$ cat src/rtl/vga_pkg.sv
// Shared 640x480@60 timing defaults, pipeline control word and colour-bar lookup.
package vga_pkg;

    localparam int VGA_H_ACTIVE = 640;
    localparam int VGA_H_FP     = 16;
    localparam int VGA_H_SYNC   = 96;
    localparam int VGA_H_BP     = 48;
    localparam int VGA_V_ACTIVE = 480;
    localparam int VGA_V_FP     = 10;
    localparam int VGA_V_SYNC   = 2;
    localparam int VGA_V_BP     = 33;

    localparam int BAR_COUNT = 8;

    typedef enum logic [2:0] {
        BAR_WHITE   = 3'd0,
        BAR_YELLOW  = 3'd1,
        BAR_CYAN    = 3'd2,
        BAR_GREEN   = 3'd3,
        BAR_MAGENTA = 3'd4,
        BAR_RED     = 3'd5,
        BAR_BLUE    = 3'd6,
        BAR_BLACK   = 3'd7
    } bar_e;

    // Control bits that travel alongside the pixel read.
    typedef struct packed {
        logic hs;
        logic vs;
        logic de;
        logic fs;
        logic ls;
    } vga_ctrl_t;

    localparam int CTRL_W = $bits(vga_ctrl_t);

    // Returns per-channel on/off flags ordered {B,G,R}.
    function automatic logic [2:0] bar_bgr(input bar_e idx);
        logic [2:0] bgr;
        case (idx)
            BAR_WHITE:   bgr = 3'b111;
            BAR_YELLOW:  bgr = 3'b011;
            BAR_CYAN:    bgr = 3'b110;
            BAR_GREEN:   bgr = 3'b010;
            BAR_MAGENTA: bgr = 3'b101;
            BAR_RED:     bgr = 3'b001;
            BAR_BLUE:    bgr = 3'b100;
            default:     bgr = 3'b000;
        endcase
        return bgr;
    endfunction

endpackage

$ cat src/rtl/vga_delay_line.sv
// Parametrised shift register carrying control bits across the RAM read latency.
// DEPTH = 0 collapses to a wire.
module vga_delay_line #(
    parameter int WIDTH = 1,
    parameter int DEPTH = 1
) (
    input  logic             clk_25mHz,
    input  logic             rst,
    input  logic [WIDTH-1:0] d_i,
    output logic [WIDTH-1:0] q_o
);

    generate
        if (DEPTH == 0) begin : g_pass
            assign q_o = d_i;
        end else begin : g_shift
            logic [DEPTH*WIDTH-1:0] sr_q;
            logic [DEPTH*WIDTH-1:0] sr_d;

            if (DEPTH == 1) begin : g_one
                assign sr_d = d_i;
            end else begin : g_many
                assign sr_d = {sr_q[(DEPTH-1)*WIDTH-1:0], d_i};
            end

            always_ff @(posedge clk_25mHz or posedge rst) begin
                if (rst) begin
                    sr_q <= '0;
                end else begin
                    sr_q <= sr_d;
                end
            end

            assign q_o = sr_q[DEPTH*WIDTH-1 -: WIDTH];
        end
    endgenerate

endmodule

$ cat src/rtl/vga_timing_ctrl.sv
// VGA timing generator with pixel-RAM addressing and read-latency alignment.
// Define VGA_TESTPAT_EN to build the colour-bar test pattern selected by tp_en.
module vga_timing_ctrl
    import vga_pkg::*;
#(
    parameter int H_ACTIVE = VGA_H_ACTIVE,
    parameter int H_FP     = VGA_H_FP,
    parameter int H_SYNC   = VGA_H_SYNC,
    parameter int H_BP     = VGA_H_BP,
    parameter int V_ACTIVE = VGA_V_ACTIVE,
    parameter int V_FP     = VGA_V_FP,
    parameter int V_SYNC   = VGA_V_SYNC,
    parameter int V_BP     = VGA_V_BP,
    parameter bit HS_POL   = 1'b0,
    parameter bit VS_POL   = 1'b0,
    parameter int COLOR_W  = 4,
    parameter int RD_LAT   = 1,
    localparam int ROW_W   = $clog2(V_ACTIVE),
    localparam int COL_W   = $clog2(H_ACTIVE)
) (
    input  logic                 clk_25mHz,
    input  logic                 rst,
    input  logic [3*COLOR_W-1:0] Din,
    input  logic                 tp_en,
    output logic [ROW_W-1:0]     row,
    output logic [COL_W-1:0]     col,
    output logic                 rdn,
    output logic [COLOR_W-1:0]   R,
    output logic [COLOR_W-1:0]   G,
    output logic [COLOR_W-1:0]   B,
    output logic                 HS,
    output logic                 VS,
    output logic                 DE,
    output logic                 frame_start,
    output logic                 line_start
);

    localparam int H_TOTAL = H_SYNC + H_BP + H_ACTIVE + H_FP;
    localparam int V_TOTAL = V_SYNC + V_BP + V_ACTIVE + V_FP;
    localparam int H_CNT_W = $clog2(H_TOTAL);
    localparam int V_CNT_W = $clog2(V_TOTAL);

    localparam logic [H_CNT_W-1:0] H_SYNC_C  = H_CNT_W'(H_SYNC);
    localparam logic [H_CNT_W-1:0] H_START_C = H_CNT_W'(H_SYNC + H_BP);
    localparam logic [H_CNT_W-1:0] H_END_C   = H_CNT_W'(H_SYNC + H_BP + H_ACTIVE);
    localparam logic [H_CNT_W-1:0] H_LAST_C  = H_CNT_W'(H_TOTAL - 1);
    localparam logic [H_CNT_W-1:0] H_ONE_C   = H_CNT_W'(1);
    localparam logic [V_CNT_W-1:0] V_SYNC_C  = V_CNT_W'(V_SYNC);
    localparam logic [V_CNT_W-1:0] V_START_C = V_CNT_W'(V_SYNC + V_BP);
    localparam logic [V_CNT_W-1:0] V_END_C   = V_CNT_W'(V_SYNC + V_BP + V_ACTIVE);
    localparam logic [V_CNT_W-1:0] V_LAST_C  = V_CNT_W'(V_TOTAL - 1);
    localparam logic [V_CNT_W-1:0] V_ONE_C   = V_CNT_W'(1);

`ifdef VGA_TESTPAT_EN
    localparam int BAR_BITS = 3;
`else
    localparam int BAR_BITS = 0;
`endif
    localparam int PIPE_W = CTRL_W + BAR_BITS;

    // ------------------------------------------------------------------
    // Counters
    // ------------------------------------------------------------------
    logic [H_CNT_W-1:0] h_cnt_q, h_cnt_d;
    logic [V_CNT_W-1:0] v_cnt_q, v_cnt_d;

    always_comb begin
        h_cnt_d = h_cnt_q + H_ONE_C;
        v_cnt_d = v_cnt_q;
        if (h_cnt_q == H_LAST_C) begin
            h_cnt_d = '0;
            v_cnt_d = (v_cnt_q == V_LAST_C) ? '0 : v_cnt_q + V_ONE_C;
        end
    end

    always_ff @(posedge clk_25mHz or posedge rst) begin
        if (rst) begin
            h_cnt_q <= '0;
            v_cnt_q <= '0;
        end else begin
            h_cnt_q <= h_cnt_d;
            v_cnt_q <= v_cnt_d;
        end
    end

    // Count-time decode
    logic      hs_raw, vs_raw, h_act, v_act, act;
    vga_ctrl_t ctrl_d;

    always_comb begin
        hs_raw    = (h_cnt_q < H_SYNC_C);
        vs_raw    = (v_cnt_q < V_SYNC_C);
        h_act     = (h_cnt_q >= H_START_C) && (h_cnt_q < H_END_C);
        v_act     = (v_cnt_q >= V_START_C) && (v_cnt_q < V_END_C);
        act       = h_act && v_act;
        ctrl_d.hs = hs_raw;
        ctrl_d.vs = vs_raw;
        ctrl_d.de = act;
        ctrl_d.ls = (h_cnt_q == H_START_C) && v_act;
        ctrl_d.fs = (h_cnt_q == H_START_C) && (v_cnt_q == V_START_C);
    end

    // ------------------------------------------------------------------
    // Stage A: RAM address, read strobe and control snapshot
    // ------------------------------------------------------------------
    logic [H_CNT_W-1:0] h_diff;
    logic [V_CNT_W-1:0] v_diff;
    logic [ROW_W-1:0]   row_q, row_d;
    logic [COL_W-1:0]   col_q, col_d;
    logic               rdn_q, rdn_d;
    vga_ctrl_t          ctrl_a_q;

    always_comb begin
        h_diff = h_cnt_q - H_START_C;
        v_diff = v_cnt_q - V_START_C;
        col_d  = h_diff[COL_W-1:0];
        row_d  = v_diff[ROW_W-1:0];
        rdn_d  = ~act;
    end

    always_ff @(posedge clk_25mHz or posedge rst) begin
        if (rst) begin
            row_q    <= '0;
            col_q    <= '0;
            rdn_q    <= 1'b1;
            ctrl_a_q <= '0;
        end else begin
            row_q    <= row_d;
            col_q    <= col_d;
            rdn_q    <= rdn_d;
            ctrl_a_q <= ctrl_d;
        end
    end

    assign row = row_q;
    assign col = col_q;
    assign rdn = rdn_q;

    logic [PIPE_W-1:0] pipe_in, pipe_out;

`ifdef VGA_TESTPAT_EN
    localparam int BAR_W    = H_ACTIVE / BAR_COUNT;
    localparam int BAR_PX_W = (BAR_W > 1) ? $clog2(BAR_W) : 1;
    localparam logic [BAR_PX_W-1:0] BAR_LAST_C = BAR_PX_W'(BAR_W - 1);
    localparam logic [BAR_PX_W-1:0] BAR_ONE_C  = BAR_PX_W'(1);

    // Bar counter is registered with col so its value always names col_q's bar.
    logic [BAR_PX_W-1:0] bar_px_q, bar_px_d;
    logic [2:0]          bar_idx_q, bar_idx_d;

    always_comb begin
        bar_px_d  = bar_px_q;
        bar_idx_d = bar_idx_q;
        if (h_cnt_q == H_START_C) begin
            bar_px_d  = '0;
            bar_idx_d = '0;
        end else if (h_act) begin
            if (bar_px_q == BAR_LAST_C) begin
                bar_px_d  = '0;
                bar_idx_d = bar_idx_q + 3'd1;
            end else begin
                bar_px_d  = bar_px_q + BAR_ONE_C;
            end
        end
    end

    always_ff @(posedge clk_25mHz or posedge rst) begin
        if (rst) begin
            bar_px_q  <= '0;
            bar_idx_q <= '0;
        end else begin
            bar_px_q  <= bar_px_d;
            bar_idx_q <= bar_idx_d;
        end
    end

    assign pipe_in = {bar_idx_q, ctrl_a_q};
`else
    assign pipe_in = ctrl_a_q;
`endif

    vga_delay_line #(
        .WIDTH (PIPE_W),
        .DEPTH (RD_LAT)
    ) u_delay (
        .clk_25mHz (clk_25mHz),
        .rst       (rst),
        .d_i       (pipe_in),
        .q_o       (pipe_out)
    );

    // ------------------------------------------------------------------
    // Stage B: pin registers
    // ------------------------------------------------------------------
    vga_ctrl_t            ctrl_b;
    logic [3*COLOR_W-1:0] pix_src;
    logic [3*COLOR_W-1:0] rgb_q, rgb_d;
    logic                 hs_q, vs_q, de_q, fs_q, ls_q;

    assign ctrl_b = vga_ctrl_t'(pipe_out[CTRL_W-1:0]);

`ifdef VGA_TESTPAT_EN
    logic [2:0] bar_bgr_b;
    assign bar_bgr_b = bar_bgr(bar_e'(pipe_out[PIPE_W-1 -: 3]));

    always_comb begin
        pix_src = Din;
        if (tp_en) begin
            pix_src = {{COLOR_W{bar_bgr_b[2]}}, {COLOR_W{bar_bgr_b[1]}}, {COLOR_W{bar_bgr_b[0]}}};
        end
    end
`else
    logic unused_tp_en;
    assign unused_tp_en = tp_en;
    assign pix_src      = Din;
`endif

    // Blanking is forced here so nothing leaks out while DE is low.
    assign rgb_d = ctrl_b.de ? pix_src : '0;

    always_ff @(posedge clk_25mHz or posedge rst) begin
        if (rst) begin
            hs_q  <= ~HS_POL;
            vs_q  <= ~VS_POL;
            de_q  <= 1'b0;
            fs_q  <= 1'b0;
            ls_q  <= 1'b0;
            rgb_q <= '0;
        end else begin
            hs_q  <= ctrl_b.hs ~^ HS_POL;
            vs_q  <= ctrl_b.vs ~^ VS_POL;
            de_q  <= ctrl_b.de;
            fs_q  <= ctrl_b.fs;
            ls_q  <= ctrl_b.ls;
            rgb_q <= rgb_d;
        end
    end

    assign HS          = hs_q;
    assign VS          = vs_q;
    assign DE          = de_q;
    assign frame_start = fs_q;
    assign line_start  = ls_q;
    assign R           = rgb_q[COLOR_W-1:0];
    assign G           = rgb_q[2*COLOR_W-1:COLOR_W];
    assign B           = rgb_q[3*COLOR_W-1:2*COLOR_W];

endmodule

$ cat config.mk
export PLATFORM = sky130hd
export DESIGN_NAME = vga_timing_ctrl
export DESIGN_NICKNAME = d
export VERILOG_FILES = /design/src/rtl/vga_pkg.sv /design/src/rtl/vga_delay_line.sv /design/src/rtl/vga_timing_ctrl.sv
export SDC_FILE = /design/constraint.sdc
export NUM_CORES = 1
export LEC_CHECK = 0
export BUFFER_PORTS_ARGS = -buffer_cell sky130_fd_sc_hd__buf_4
export CAP_MARGIN = 20
export CORE_MARGIN = 3
export CORE_UTILIZATION = 35
export DETAILED_ROUTE_END_ITERATION = 10
export GPL_TIMING_DRIVEN = 0
export SLEW_MARGIN = 5
export SYNTH_ARGS = -nofsm -noshare
export SYNTH_HDL_FRONTEND = slang
export SYNTH_HIERARCHICAL = 1
export SYNTH_SLANG_ARGS = --single-unit
$ cat constraint.sdc
create_clock -name clk_25mHz -period 3.1 [get_ports clk_25mHz]
set_input_delay 0.465 -clock clk_25mHz [delete_from_list [all_inputs] [get_ports clk_25mHz]]
set_output_delay 0.465 -clock clk_25mHz [all_outputs]
set_load 0.01 [all_outputs]
==> results.txt, run 1 <==
status: completed
vias per cell: 4.63
share of layout cells above drive strength 1: 28.4%
Std-Cell Rows: 31
sequential share of power: 46.6%
worst-skew pair later-pin latency: 0.33 ns
RSZ-0062 raised after global routing: false
register bit total from synthesis: 67
Critical Path RT: 3.37 ns
synthesized cell area: 2660 sq um
via count: 1779
Net Switching: 0.000349 W
CP endpoint kind: register
clock share of power: 51.7%
filler cell count: 670
dominant cell type by area after synthesis: dfrtp_1
DRT antenna net count: 0
worst reg2reg path startpoint: v_cnt_q[0]
Worst Setup Path Type: register to register
PD cells: 543 nW/um^2
Total Power: 0.00187 W
Worst path max stage delay: 0.44 ns
die area: 8680 sq um
fmax: 521 MHz
GRT Total Usage: 12.2%
CTS Root Buffer Type: clkbuf_8
n_diodes: 0
CP startpoint: v_cnt_q[0]
Worst setup SP type: register
maximum VDD drop: 0.000247 V
Num CTS Buffers: 9
Hold/Removal Path Class: input pin to async pin
Yosys cell types: 36
H-tree depth: 3
vias in the first global route: 1778
Comb power frac: 1.7%
Rel. slew slack: 67.1%
syn nets: 240
core area: 7330 sq um
PortBufs: 50
Hold-fix buffers, CTS: 0
post-CTS sizing: 0
HPWL after DPL: 3380 um
# DRC: 0
Tmin final: 1.92 ns
Total Wirelength: 4860 um
CTS max path bufs: 2
CP Cell Sequence: ha_1 > clkbuf_1 > o41ai_4 > a21oi_1 > a31oi_1 > a311o_1
R2R cell count: 6
Synth area leaders: dfrtp_1, xnor2_1, and2_1
Yosys top cell area share: 60.2%
CTS tree: yes
r2r endpoint: rdn
Sw Ratio: 18.6%
Clock Sinks: 67
Leak Pwr: 1.65 nW
Final Cell Area: 3450 sq um
FF/Latch Area: 1680 sq um
I/O Pins: 52
reg-to-reg slack, setup: 1.18 ns
GRT overflow: 0
Cells after Synth: 218
Int Pwr: 0.00153 W
Max-cap violations: 0
CP max-delay cell: dfrtp_1
post-route setup TNS: 0 ns
final hold viol count: 0
die width: 93.2 um
Clk pin slew, worst setup/hold paths: 0.07 ns
Seq/Total Area, Yosys: 63.2%
Layout Utilization: 47.1%
Synth-to-Final Area Change: 29.8%
multi-input logic area: 863 sq um
Final nets: 302
Post-DP Area: 3180 sq um
TritonRoute pass-1 iters: 4
first-pass GRT wire length: 8330 um
period utilization: 62.0%
Pins Over Slew Limit: 0
actual slew at the worst max-slew pin: 0.493 ns
initial antenna violation count: 0
CP Data Arrival Time: 2.19 ns
count of yosys warnings during synthesis: 6
GP Congestion: 0.765
largest net degree at the start of global routing: 41
Detailed Route Iter0 Violations: 59
critical-path maximum fanout: 7
Setup Skew: 0.00452 ns
Finish-stage setup viols: 0
Initial Util: 36.3%
crit path capture: rdn
dpl cells: 368
Die H: 93.2 um
Mapped Avg Cell Area: 12.2 sq um
post-CTS setup buffer count: 0
Routed wire per std cell: 12.7 um
Final Instance Count excl. Fillers: 384
[flip-flops by register name, summed over array words and instances, names as in the netlist]
signal / cells
line_start: 1
h_cnt_q: 10
DE: 1
u_delay/q_o: 5
rgb_q: 12
VS: 1
HS: 1
ctrl_a_q: 5
frame_start: 1
row: 9
rdn: 1
v_cnt_q: 10
col: 10
[per-stage QoR]
step,hold slack (ns),setup WS (ns)
after floorplan,0.244,1.10
after global placement,0.333,0.333
after detailed placement,0.336,1.16
after CTS,0.0321,1.14
after global routing,0.0418,1.01
final,0.0414,1.18
[cells by family after synthesis]
| family | count (synthesis) | synth area share (%) |
|---|---|---|
| and+or+nand+nor | 74 | 16.2 |
| AOI/OAI and AO/OA | 25 | 6.40 |
| xor gates and xnor gates | 20 | 6.59 |
| DFF | 67 | 63.2 |
| adders and majority gates | 7 | 3.29 |
| buffers and inverters | 25 | 4.37 |
[routing by layer]
layer,track usage [%],part of all wire [%]
met1,15.6,46
met4,6.59,2.1
met2,19.4,48
met5,0,0
met3,2.33,3.6
[how the worst min path moves through the flow]
stage                     end            from
6_report       u_delay/q_o[2]             rst
5_1_grt        u_delay/q_o[4]             rst
4_1_cts        u_delay/q_o[4]             rst
3_5_place_dp       line_start  u_delay/q_o[0]
3_3_place_gp   u_delay/q_o[2]     ctrl_a_q[2]
2_1_floorplan  u_delay/q_o[0]             rst
[cells in the final DEF, fill, tap and decap left out, drive strengths merged, types with 3 or more instances in the layout]
cell type	Yosys	final
a21oi	7	7
and2	14	14
and3	4	4
buf	7	58
bufinv	0	4
clkbuf	3	13
dfrtp	64	64
dfstp	3	3
ha	7	7
inv	14	14
nand2	12	12
nand3	10	10
nand4	3	3
nand4b	3	3
nor2	9	9
nor3	6	6
nor4	3	3
o21ai	11	11
or3	4	4
xnor2	11	11
xor2	9	9
[synthesized netlist by cell type (all sizes together)]
| master | n |
|---|---|
| dfrtp | 64 |
| ha | 7 |
| o21ai | 11 |
| xor2 | 9 |
| or3 | 4 |
| nand4b | 3 |
| nor3 | 6 |
| xnor2 | 11 |
| nand4 | 3 |
| nor3b | 1 |
| nand2 | 12 |
| nor4b | 1 |
| a311o | 1 |
| inv | 14 |
| buf | 7 |
| and4b | 2 |
| nor4 | 3 |
| clkbuf | 3 |
| a31oi | 1 |
| and3 | 4 |
| a311oi | 1 |
| o311a | 1 |
| and2 | 14 |
| nor2 | 9 |
| o41ai | 1 |
| a32o | 1 |
| a21oi | 7 |
| dfstp | 3 |
| and4 | 2 |
| o31ai | 1 |
| clkinv | 1 |
| nand3 | 10 |
[final cells by class]
| type | count | share of cell area, % |
|---|---|---|
| Sequential cell | 67 | 48.7 |
| Multi-Input combinational cell | 126 | 25.0 |
| Timing Repair Buffer | 51 | 11.4 |
| Clock buffer | 10 | 3.99 |
| Clock inverter | 6 | 3.95 |
| Tap cell | 99 | 3.59 |
| Buffer | 10 | 1.74 |
| Inverter | 15 | 1.63 |
[power by group through the flow]
| stage | Sequential [W] | Combinational (W) | Clock, W |
|---|---|---|---|
| after floorplan | 0.000891 | 0.0000128 | 0 |
| after global placement | 0.000891 | 0.0000292 | 0 |
| after detailed placement | 0.000891 | 0.0000329 | 0 |
| after CTS | 0.000874 | 0.0000329 | 0.000987 |
| after global routing | 0.000873 | 0.0000364 | 0.00103 |
| final | 0.000874 | 0.0000312 | 0.000970 |
[worst max-delay path, delay by kind of cell, from the launching register on]
family	cells	cell delay, ns
flip-flops	1	0.44
buffers and inverters	1	0.21
adder cells (fa/ha/maj)	1	0.22
AO/OA/AOI/OAI	4	0.99
No activity file was read; power rests on OpenSTA's default activity.
==> inputs of run 2 (changes only) <==
==> constraint.sdc (replaced) <==
create_clock -name clk_25mHz -period 1.6 [get_ports clk_25mHz]
set_input_delay 0.24 -clock clk_25mHz [delete_from_list [all_inputs] [get_ports clk_25mHz]]
set_output_delay 0.24 -clock clk_25mHz [all_outputs]
set_load 0.01 [all_outputs]
==> run 2 against run 1 <==
Total power increased by 75%; cell count increased by 4.2%; critical endpoint is now ctrl_a_q[2]; sequential share of layout area decreased by 2.2 points; hold slack improved by 0.072 ns; flip-flop and latch count unchanged; clock power increased by 57%; non-clock buffer count increased by 16; utilization increased by 2.4 points; register-to-register slack got worse by 1.1 ns; sequential power increased by 93%; critical path depth decreased by 1; clock skew about the same.
==> results.txt, run 2 (synthesis gave the netlist of run 1 again) <==
vias per cell: 4.60 (-0.65%)
Int Pwr: 0.00264 W (+73%)
Tmin final: 1.55 ns (-0.373 ns)
CTS Root Buffer Type: clkbuf_8
H-tree depth: 3 (unchanged)
largest net degree at the start of global routing: 33 (-20%)
post-route setup TNS: 0 ns (unchanged)
GRT overflow: 0 (unchanged)
Hold/Removal Path Class: input pin to register
Final Instance Count excl. Fillers: 400 (+4.2%)
CP endpoint kind: register
Clock Sinks: 67 (unchanged)
Net Switching: 0.000644 W (+84%)
Most Crowded Layer GR: met2
Clk pin slew, worst setup/hold paths: 0.07 ns (about the same)
Die H: 93.2 um (unchanged)
Global Route met1 Usage: 15.8% (+0.13 points)
Final Cell Area: 3630 sq um (+5.2%)
Rel. slew slack: 55.0% (-12 points)
CP Data Arrival Time: 1.73 ns (-0.46 ns)
worst-skew pair later-pin latency: 0.33 ns (about the same)
Critical Path RT: 1.79 ns (-1.58 ns)
# DRC: 0 (unchanged)
period utilization: 96.7% (+35 points)
die area: 8680 sq um (unchanged)
met3 usage: 2.49% (+0.16 points)
Initial Util: 36.3% (unchanged)
PortBufs: 50 (unchanged)
Total Wirelength: 5240 um (+7.9%)
Worst Setup Path Type: register to register
Routed wire per std cell: 13.1 um (+3.5%)
core area: 7330 sq um (unchanged)
share of layout cells above drive strength 1: 38.9% (+10 points)
die width: 93.2 um (unchanged)
GRT Total Usage: 12.6% (+0.38 points)
I/O Pins: 52 (unchanged)
actual slew at the worst max-slew pin: 0.674 ns (+0.181 ns)
Pins Over Slew Limit: 0 (unchanged)
via count: 1841 (+3.5%)
Max-cap violations: 0 (unchanged)
Post-DP Area: 3180 sq um (+0.12%)
Finish-stage setup viols: 0 (unchanged)
vias in the first global route: 1832 (+3.0%)
Comb power frac: 1.9% (+0.2 points)
Worst setup SP type: register
status: completed
PD cells: 903 nW/um^2 (+66%)
initial antenna violation count: 0 (unchanged)
Final nets: 318 (+5.3%)
Hold WS: 0.114 ns (+0.0723 ns)
most used cells in the layout excluding fill and tap cells: buf_4, dfrtp_1, and2_1, nand2_1, xnor2_1
GP Congestion: 0.816 (+6.6%)
Largest Register: rgb_q
HPWL after DPL: 3440 um (+1.9%)
critical-path maximum fanout: 7 (unchanged)
final hold viol count: 0 (unchanged)
maximum VDD drop: 0.000424 V (+71%)
CTS max path bufs: 2 (unchanged)
max reg flops: 12 (unchanged)
CTS tree: yes
most common cell after layout, fill and taps aside: buf_4
Sw Ratio: 19.6% (+1.0 points)
sequential share of power: 51.6% (+5.0 points)
dpl cells: 368 (unchanged)
Leak Pwr: 1.70 nW (+2.9%)
Num CTS Buffers: 9 (unchanged)
DRT antenna net count: 0 (unchanged)
TritonRoute pass-1 iters: 4 (unchanged)
GR Util met2: 20.4% (+1.0 points)
Synth-to-Final Area Change: 36.5%
Detailed Route Iter0 Violations: 103 (+75%)
clock share of power: 46.4% (-5.3 points)
Setup Skew: 0.00458 ns (+0.0000536 ns)
fmax: 646 MHz (+24%)
n_diodes: 0 (unchanged)
Std-Cell Rows: 31 (unchanged)
first-pass GRT wire length: 8470 um (+1.7%)
## run 2: cell type report
type,instances,area [sq um]
clock inverter,5,77.6
timing repair buffer,68,529
fill,633,3700
inverter,15,63.8
sequential,67,1690
multi-input combinational,126,951
tap,99,124
clock buffer,11,141
buffer,9,58.8
## run 2: metal layers
metal / routed length [um] / up-vias / share of wire, %
li1: - / 897 / -
met1: 2260 / 889 / 43
met2: 2640 / 46 / 50
met3: 244 / 9 / 4.7
met4: 97 / 0 / 1.8
met5: 0 / - / 0
## run 2: worst paths after layout
check                            start             end  slack [ns]  cells after the start
setup / recovery            v_cnt_q[1]     ctrl_a_q[2]        0.05                      5
max in group asynchronous          rst             rdn        0.40                      4
setup reg to reg            v_cnt_q[1]     ctrl_a_q[2]        0.05                      5
hold / removal                  Din[6]        rgb_q[6]        0.11                      2
hold reg to reg            ctrl_a_q[2]  u_delay/q_o[2]        0.35                      0
min in group asynchronous          rst  u_delay/q_o[2]        0.38                      3
## run 2: critical path, stage by stage (launching register included)
cell,delay (ns)
dfrtp_2,0.45
ha_4,0.21
o41ai_4,0.30
a21oi_1,0.12
a31oi_2,0.23
a311oi_1,0.08
## run 2: power groups by stage
| stage | combinational [W] | sequential [W] | clock (W) |
|---|---|---|---|
| 2_1_floorplan | 0.0000253 | 0.00173 | 0 |
| 3_3_place_gp | 0.0000581 | 0.00173 | 0 |
| 3_5_place_dp | 0.0000657 | 0.00173 | 0 |
| 4_1_cts | 0.0000673 | 0.00169 | 0.00155 |
| 5_1_grt | 0.0000743 | 0.00169 | 0.00165 |
| 6_report | 0.0000636 | 0.00169 | 0.00152 |
## run 2: timing repair
item / in CTS / in global routing
setup endpoints to repair: 14 / 19
pin swaps: 3 / 6
buffers inserted: 5 / 11
endpoints found under the hold margin: 5 / 0
gates resized for setup: 9 / 23
hold buffers: 1 / 0
## run 2: metrics by stage
step | power [W] | setup slack, ns | utilization [%]
floorplan | 0.00175 | 0.0335 | -
global placement | 0.00178 | -0.220 | 43.1
detailed placement | 0.00179 | -0.231 | 43.4
CTS | 0.00331 | -0.00397 | 47.5
global route | 0.00341 | -0.0111 | 49.5
finish | 0.00328 | 0.0520 | 49.5
